**config.mk**
```make
export PLATFORM = sky130hd
export DESIGN_NAME = pwm_multi_channel_flat
export DESIGN_NICKNAME = d
export VERILOG_FILES = /design/src/rtl/pwm_pkg.sv /design/src/rtl/pwm_multi_channel_if.sv /design/src/rtl/pwm_prescaler.sv /design/src/rtl/pwm_multi_channel.sv /design/src/flat_wrapper.sv
export SDC_FILE = /design/constraint.sdc
export NUM_CORES = 1
export LEC_CHECK = 0
export BUFFER_PORTS_ARGS = -buffer_cell sky130_fd_sc_hd__buf_2
export CAP_MARGIN = 20
export CORE_MARGIN = 2
export CORE_UTILIZATION = 50
export DETAILED_ROUTE_END_ITERATION = 10
export PLACE_DENSITY = 0.67
export SYNTH_ARGS = -nofsm -noshare
export SYNTH_HDL_FRONTEND = slang
export SYNTH_SLANG_ARGS = --single-unit
```
**constraint.sdc**
```tcl
create_clock -name clk -period 7.69 [get_ports clk]
set_input_delay 1.9225 -clock clk [delete_from_list [all_inputs] [get_ports clk]]
set_output_delay 1.9225 -clock clk [all_outputs]
set_load 0.05 [all_outputs]
```
**src/rtl/pwm_pkg.sv**
```systemverilog
// Shared constants, types and helpers for the multi-channel PWM peripheral.
package pwm_pkg;

  localparam int DEF_NUM_CH  = 16;
  localparam int DEF_CNT_W   = 8;
  localparam int DEF_PRESC_W = 8;

  typedef enum logic {
    DIR_UP   = 1'b0,
    DIR_DOWN = 1'b1
  } dir_e;

  // Largest duty/counter value representable in cnt_w bits.
  function automatic int pwm_max(input int cnt_w);
    return (1 << cnt_w) - 1;
  endfunction

endpackage

```
**src/rtl/pwm_multi_channel_if.sv**
```systemverilog
// Duty-register write bus between the SPI register block and the PWM core.
interface pwm_multi_channel_if
  import pwm_pkg::*;
#(
  parameter int ADDR_W = $clog2(DEF_NUM_CH),
  parameter int CNT_W  = DEF_CNT_W
) ();

  logic              wr_en;
  logic [ADDR_W-1:0] wr_addr;
  logic [CNT_W-1:0]  wr_data;

  modport master (output wr_en, output wr_addr, output wr_data);
  modport slave  (input  wr_en, input  wr_addr, input  wr_data);

endinterface

```
**src/rtl/pwm_prescaler.sv**
```systemverilog
// Clock-enable generator: one tick every (prescale+1) clk cycles.
module pwm_prescaler
  import pwm_pkg::*;
#(
  parameter int PRESC_W = DEF_PRESC_W
) (
  input  logic               clk,
  input  logic               rst,
  input  logic [PRESC_W-1:0] prescale,
  output logic               tick
);

  localparam logic [PRESC_W-1:0] PRESC_ONE = PRESC_W'(1);

  logic [PRESC_W-1:0] presc_cnt;

  // Using >= means lowering prescale below the running count ticks at once instead of wrapping.
  assign tick = (presc_cnt >= prescale);

  always_ff @(posedge clk) begin
    if (rst) begin
      presc_cnt <= '0;
    end else if (tick) begin
      presc_cnt <= '0;
    end else begin
      presc_cnt <= presc_cnt + PRESC_ONE;
    end
  end

endmodule

```
**src/rtl/pwm_multi_channel.sv**
```systemverilog
// NUM_CH-channel PWM with a shared prescaled counter and double-buffered duty registers.
// Optional build macro: PWM_CENTER_ALIGNED_EN selects an up/down (centre-aligned) counter.
module pwm_multi_channel
  import pwm_pkg::*;
#(
  parameter int NUM_CH  = DEF_NUM_CH,
  parameter int CNT_W   = DEF_CNT_W,
  parameter int PRESC_W = DEF_PRESC_W,
  parameter int ADDR_W  = (NUM_CH > 1) ? $clog2(NUM_CH) : 1
) (
  input  logic                clk,
  input  logic                rst,
  input  logic [PRESC_W-1:0]  prescale,
  pwm_multi_channel_if.slave  wr_bus,
  input  logic [NUM_CH-1:0]   en_out,
  input  logic [NUM_CH-1:0]   en_pwm,
  output logic [NUM_CH-1:0]   pwm_out,
  output logic                period_start
);

  localparam logic [CNT_W-1:0]  CNT_TOP  = CNT_W'(pwm_max(CNT_W) - 1);
  localparam logic [CNT_W-1:0]  CNT_ONE  = CNT_W'(1);
  localparam logic [ADDR_W:0]   NUM_CH_L = (ADDR_W + 1)'(NUM_CH);

  logic              tick;
  logic              wrap;
  logic              wr_hit;
  logic [CNT_W-1:0]  cnt;
  logic [CNT_W-1:0]  staging [NUM_CH];
  logic [CNT_W-1:0]  shadow  [NUM_CH];
  logic [NUM_CH-1:0] pwm_raw;

  pwm_prescaler #(.PRESC_W(PRESC_W)) u_presc (
    .clk      (clk),
    .rst      (rst),
    .prescale (prescale),
    .tick     (tick)
  );

`ifdef PWM_CENTER_ALIGNED_EN
  dir_e             dir;
  dir_e             dir_next;
  logic [CNT_W-1:0] cnt_next;

  always_ff @(posedge clk) begin
    if (rst) begin
      dir <= DIR_UP;
      cnt <= '0;
    end else begin
      dir <= dir_next;
      cnt <= cnt_next;
    end
  end

  // Each endpoint is visited once: the turn-around tick already moves one step the other way.
  always_comb begin
    dir_next = dir;
    cnt_next = cnt;
    if (tick) begin
      case (dir)
        DIR_UP: begin
          if (cnt == CNT_TOP) begin
            dir_next = DIR_DOWN;
            cnt_next = cnt - CNT_ONE;
          end else begin
            cnt_next = cnt + CNT_ONE;
          end
        end
        DIR_DOWN: begin
          if (cnt == CNT_ONE) begin
            dir_next = DIR_UP;
            cnt_next = '0;
          end else begin
            cnt_next = cnt - CNT_ONE;
          end
        end
        default: begin
          dir_next = DIR_UP;
          cnt_next = '0;
        end
      endcase
    end
  end

  always_comb begin
    wrap = tick && (dir == DIR_DOWN) && (cnt == CNT_ONE);
  end
`else
  always_ff @(posedge clk) begin
    if (rst) begin
      cnt <= '0;
    end else if (tick) begin
      cnt <= (cnt == CNT_TOP) ? '0 : cnt + CNT_ONE;
    end
  end

  assign wrap = tick && (cnt == CNT_TOP);
`endif

  assign wr_hit = wr_bus.wr_en && ({1'b0, wr_bus.wr_addr} < NUM_CH_L);

  // Shadows copy the pre-edge staging values, so a write landing on the wrap edge waits a full period.
  always_ff @(posedge clk) begin
    if (rst) begin
      for (int i = 0; i < NUM_CH; i++) begin
        staging[i] <= '0;
        shadow[i]  <= '0;
      end
    end else begin
      if (wrap) begin
        for (int i = 0; i < NUM_CH; i++) begin
          shadow[i] <= staging[i];
        end
      end
      if (wr_hit) begin
        staging[wr_bus.wr_addr] <= wr_bus.wr_data;
      end
    end
  end

  always_comb begin
    pwm_raw = '0;
    for (int i = 0; i < NUM_CH; i++) begin
      pwm_raw[i] = (cnt < shadow[i]);
    end
  end

  always_ff @(posedge clk) begin
    if (rst) begin
      pwm_out      <= '0;
      period_start <= 1'b0;
    end else begin
      pwm_out      <= en_out & (~en_pwm | pwm_raw);
      period_start <= wrap;
    end
  end

endmodule

```
**src/flat_wrapper.sv**
```systemverilog
// flat-port wrapper written by rule: the top's interface ports become plain ports
module pwm_multi_channel_flat import pwm_pkg::*;
#(
  parameter int NUM_CH  = DEF_NUM_CH,
  parameter int CNT_W   = DEF_CNT_W,
  parameter int PRESC_W = DEF_PRESC_W,
  parameter int ADDR_W  = (NUM_CH > 1) ? $clog2(NUM_CH) : 1
)
  (clk, rst, prescale, en_out, en_pwm, pwm_out, period_start, wr_bus_wr_en, wr_bus_wr_addr, wr_bus_wr_data);
  pwm_multi_channel_if #(.ADDR_W(ADDR_W), .CNT_W(CNT_W)) wr_bus_i ();
  input  logic clk;
  input  logic rst;
  input  logic [PRESC_W-1:0] prescale;
  input  logic [NUM_CH-1:0] en_out;
  input  logic [NUM_CH-1:0] en_pwm;
  output logic [NUM_CH-1:0] pwm_out;
  output logic period_start;
  input wire logic [$bits(wr_bus_i.wr_en)-1:0] wr_bus_wr_en;
  input wire logic [$bits(wr_bus_i.wr_addr)-1:0] wr_bus_wr_addr;
  input wire logic [$bits(wr_bus_i.wr_data)-1:0] wr_bus_wr_data;
  assign wr_bus_i.wr_en = wr_bus_wr_en;
  assign wr_bus_i.wr_addr = wr_bus_wr_addr;
  assign wr_bus_i.wr_data = wr_bus_wr_data;
  pwm_multi_channel #(.NUM_CH(NUM_CH), .CNT_W(CNT_W), .PRESC_W(PRESC_W), .ADDR_W(ADDR_W)) u_core (.clk(clk), .rst(rst), .prescale(prescale), .wr_bus(wr_bus_i), .en_out(en_out), .en_pwm(en_pwm), .pwm_out(pwm_out), .period_start(period_start));
endmodule
```
Word-level counts from Yosys, hierarchy flattened
Memory sizes are Yosys's and may differ from the RTL's.
Cells that the tools add are included.
Widths: inputs -> output; s select.
{"block": "word_totals", "reg_bits": 33, "latchBits": 0, "rom_bits": 0, "memories": 2, "out_inout_bits": 17, "ramBits": 256, "input_bits": 55}
{"name": "u_core.shadow", "words": 16, "width": 8, "read_ports": 16, "rd_ports_with_merged_regs": 0, "wr": 16, "line_no": "pwm_multi_channel.sv:30", "source": "logic [CNT_W-1:0] shadow [NUM_CH];"}
{"name": "u_core.staging", "words": 16, "width": 8, "read_ports": 16, "rd_ports_with_merged_regs": 0, "wr": 16, "line_no": "pwm_multi_channel.sv:29", "source": "logic [CNT_W-1:0] staging [NUM_CH];"}
{"block": "classes", "magnitude_cmp": 17, "n_mux": 28, "add_sub_neg": 2, "n_eq_ne": 1, "mul": 0, "reduce_logical": 3, "div_mod_pow": 0, "n_shift": 0, "n_bitwise": 19}
{"operator": "$mux 8", "n": 18}
{"operator": "$lt 8x8->1", "n": 16}
{"operator": "$add 8x1->8 const B", "n": 2}
{"operator": "$and 16x16->16", "n": 1}
{"operator": "$not 16->16", "n": 1}
{"operator": "$or 1x1->1", "n": 16}
{"operator": "$or 16x16->16", "n": 1}
{"operator": "$mux 1", "n": 9}
{"operator": "$eq 8x8->1 const B", "n": 1}
{"operator": "$ge 8x8->1", "n": 1}
{"operator": "$reduce_or 8->1", "n": 1}
{"operator": "$mux 4", "n": 1}
{"operator": "$reduce_or 2->1", "n": 1}
{"operator": "$logic_and 1x1->1", "n": 1}

Depth between registers and ports, before layout
{"block": "depth", "ltp_word": 6, "ltp_mapped": 9, "depth_no_buf": 7}

Hierarchy
A second synthesis with hierarchy kept.
{"block": "unflattened", "cells_unflattened": 1111, "hier_area_um2": 13809.5}
{"mod": "pwm_multi_channel", "n_inst": 1, "area_each_um2": 13280.2, "cells_each": 1052}
{"mod": "pwm_prescaler", "n_inst": 1, "area_each_um2": 529.3, "cells_each": 59}

Least setup slack after synthesis
No wires, ideal clock.
{"block": "synth_timing", "path_type": "input to register", "start": "input prescale[0]", "end": "memory u_core.shadow[0][0] (netlist bit) (enable)", "cell_stages": 7, "arrival_time_ps": 5250, "t_required_ps": 6579, "slack_ps": 1329, "n_path_buf": 1, "cell_sequence": "ha_1 > nand2b_4 > a2111oi_4 > o31ai_4 > clkbuf_1 > nand2_1 > nand2_1"}
{"element": "start: declaration", "line_no": "flat_wrapper.sv:13", "source": "input logic [PRESC_W-1:0] prescale;"}
{"element": "end: declaration", "line_no": "pwm_multi_channel.sv:30"}

==> key figures <==
Yosys
  – Cell variety after synth: 38
  – Seq/Total Area, Yosys: 0.605
  – Top cell type's share of synthesized area: 0.557
  – Synth Cell Area: 13800 sq um
  – Syn Area/Cell: 12.3 sq um
  – Area contributors post-synth: edfxtp_1 (56%), ha_1 (11%), and2_1 (9.4%)
  – Synth area leader: edfxtp_1
  – Net Count, Synth: 1302
  – Synth Warn #: 0
  – Synth async-reset ratio: 0
  – Yosys reg bits: 289
  – Main synth FF type: edfxtp_1
  – Mapped Cells: 1124
  – Post-synth EDFFs: 256

Die
  – DIE AREA: 28900 sq um
  – Starting Density: 0.511
  – Cell Rows: 60
  – Die Span Y: 170 um
  – Core footprint: 27000 sq um
  – Die extent in x: 170 um
  – I/O Pins: 72

Clock tree
  – CTS Sinks: 289
  – Clk slew on worst S/H paths: 0.06 ns
  – Hold buffer count at CTS: 0
  – H-tree depth: 1
  – Root buffer cell: clkbuf_16
  – TritonCTS Buffers: 30
  – Post-CTS Setup Inserts: 0
  – CTS resizes: 0
  – Max Root-Sink Buffers: 3
  – Clock Latency Late Sink: 0.55 ns
  – Clock tree from TritonCTS: built

Worst hold path
  – Hold Path Class: reg2reg

STA
  – Final Hold Viols: 0
  – Slew HR: 0.301
  – Worst setup margin: 3.30 ns
  – Setup TNS: 0 ns
  – Slew @ Worst Pin: 1.04 ns
  – Maximum clock rate: 0.228 GHz
  – Max-slew violations: 0
  – Tcrit/Tclk final: 0.571
  – Fin crit period: 4.39 ns
  – Layout Skew: 0.0107 ns
  – RSZ-0062 raised after global routing: no
  – Final setup fails: 0

Critical path
  – Worst Path Max Fanout: 50
  – Critical Path AT: 4.58 ns
  – Nature of the critical path endpoint: flip-flop
  – Critical path class: in2reg
  – Worst Path Required: 7.87 ns
  – Startpoint types: primary input

Placement
  – IO Port Bufs: 71
  – Routability cong.: 0.723
  – Detail Placement HPWL: 15700 um
  – Worst slack at placement: 2.77 ns

Power and ir drop
  – LEAKAGE: 6.66 nW
  – Worst VDD drop: 0.160 mV
  – Power Density: 224 nW/um^2

GRT
  – Global-route wire length before repair: 41900 um
  – Initial antenna violation count: 0
  – Number of global-route vias before repair: 7836
  – Largest net degree at the start of global routing: 82
  – Total GRT Usage: 0.189
  – Total grt overflow: 0

Detailed routing
  – Via count: 7964
  – Post-route antenna net violation count: 0
  – DRC: 0
  – First-pass DRT Iterations: 7
  – Drt wl/cell: 16.6 um
  – Total Wirelength: 26300 um
  – DRT iter0 DRCs: 494
  – DR vias/cell: 5.04

Cells and area
  – Area added between synthesis and finish: 13.1%
  – Most frequent cells in the layout: edfxtp_1 (256), and2_1 (208), ha_1 (123)
  – Final nets: 1394
  – Layout cells sized above 1: 0.119
  – Commonest non-fill, non-tap cell in the layout: edfxtp_1
  – Antenna Cells: 0
  – Final-layout fill cell count: 2243

Job
  – Max-cap viol count: 0

Run status
  – Outcome: finished, final reports clean
cell type report:
class / instances / area [sq um] / share of cell area
Multi-Input combinational cell: 682 / 4820 / 0.309
Timing Repair Buffer: 91 / 503 / 0.0322
Tap cell: 341 / 427 / 0.0273
Clock inverter: 10 / 158 / 0.0101
Clock buffer: 46 / 892 / 0.0572
Inverter: 122 / 458 / 0.0294
Sequential cell: 289 / 8350 / 0.535
where the power goes:
part	internal, W	total (W)	switching, W	leakage [nW]
Sequential	0.00179	0.00181	0.0000184	2.75
Combinational	0.0000586	0.000181	0.000122	3.41
Clock	0.000930	0.00151	0.000582	0.507
Total	0.00278	0.00350	0.000723	6.66
stage by stage:
stage	hold WS (ns)	instances	total power [W]	util	cell area [sq um]
2_1_floorplan	0.457	1124	0.00196	-	13800
4_1_cts	0.510	1575	0.00353	0.576	15600
6_report	0.509	1581	0.00350	0.577	15600
3_5_place_dp	0.501	1519	0.00202	0.537	14500
3_3_place_gp	0.489	1517	0.00202	0.536	14500
5_1_grt	0.528	1581	0.00362	0.577	15600
cell usage after synthesis (3+ instances only):
library cell and n:
clkbuf_1 21, nor2b_1 65, buf_6 9, or2_2 4, inv_1 121, nor2_1 18
and2_1 208, a21oi_1 53, xor2_1 3, ha_1 123, nand4_1 4, xnor2_1 3
a32o_1 3, or3_1 4, and3_1 7, o21ai_1 6, nand2_1 41, nor3b_1 3
a21o_1 16, nor3_1 11, o21ai_0 43, nand3_1 38, a31oi_1 16, edfxtp_1 256
dfxtp_1 33, nand2b_1 3
worst max-delay path, stage by stage:
cell	delay (ns)
buf_2	0.07
inv_1	0.03
ha_1	0.32
nand4_1	0.20
o31ai_4	0.62
nand2_1	0.20
nand2_4	0.54
buf_4	0.61
final timing paths:
kind / slack [ns] / startpoint / depth (start not counted) / end
setup reg to reg: 4.36 / u_core.u_presc.presc_cnt[0] / 8 / u_core.shadow[0][20]
setup / recovery: 3.30 / prescale[7] / 8 / u_core.shadow[0][20]
hold / removal: 0.51 / u_core.staging[0][6] / 1 / u_core.shadow[0][6]
hold reg to reg: 0.51 / u_core.staging[0][6] / 1 / u_core.shadow[0][6]
logic make-up (layout without fill, tap and decap cells):
kind of cell	Yosys count	after routing	share of synthesized area
adders and majority gates	123	123	0.112
and+or+nand+nor	409	409	0.171
DFF	289	289	0.605
AOI/OAI and AO/OA	144	144	0.0616
buffers and inverters	153	269	0.0465
xor gates and xnor gates	6	6	0.00381
metal layers:
metal	GRT usage	vias up	part of all wire
li1	-	4073	-
met1	0.238	3722	0.44
met2	0.345	127	0.50
met3	0.0240	42	0.036
met4	0.0483	0	0.021
met5	0	-	0
flip-flops by register name, indices dropped and copies added, names as in the netlist:
name	flops
u_core.cnt	8
u_core.u_presc.presc_cnt	8
u_core.period_start	1
u_core.staging	128
u_core.pwm_out	16
u_core.shadow	128
(Power assumes the default switching activity.)
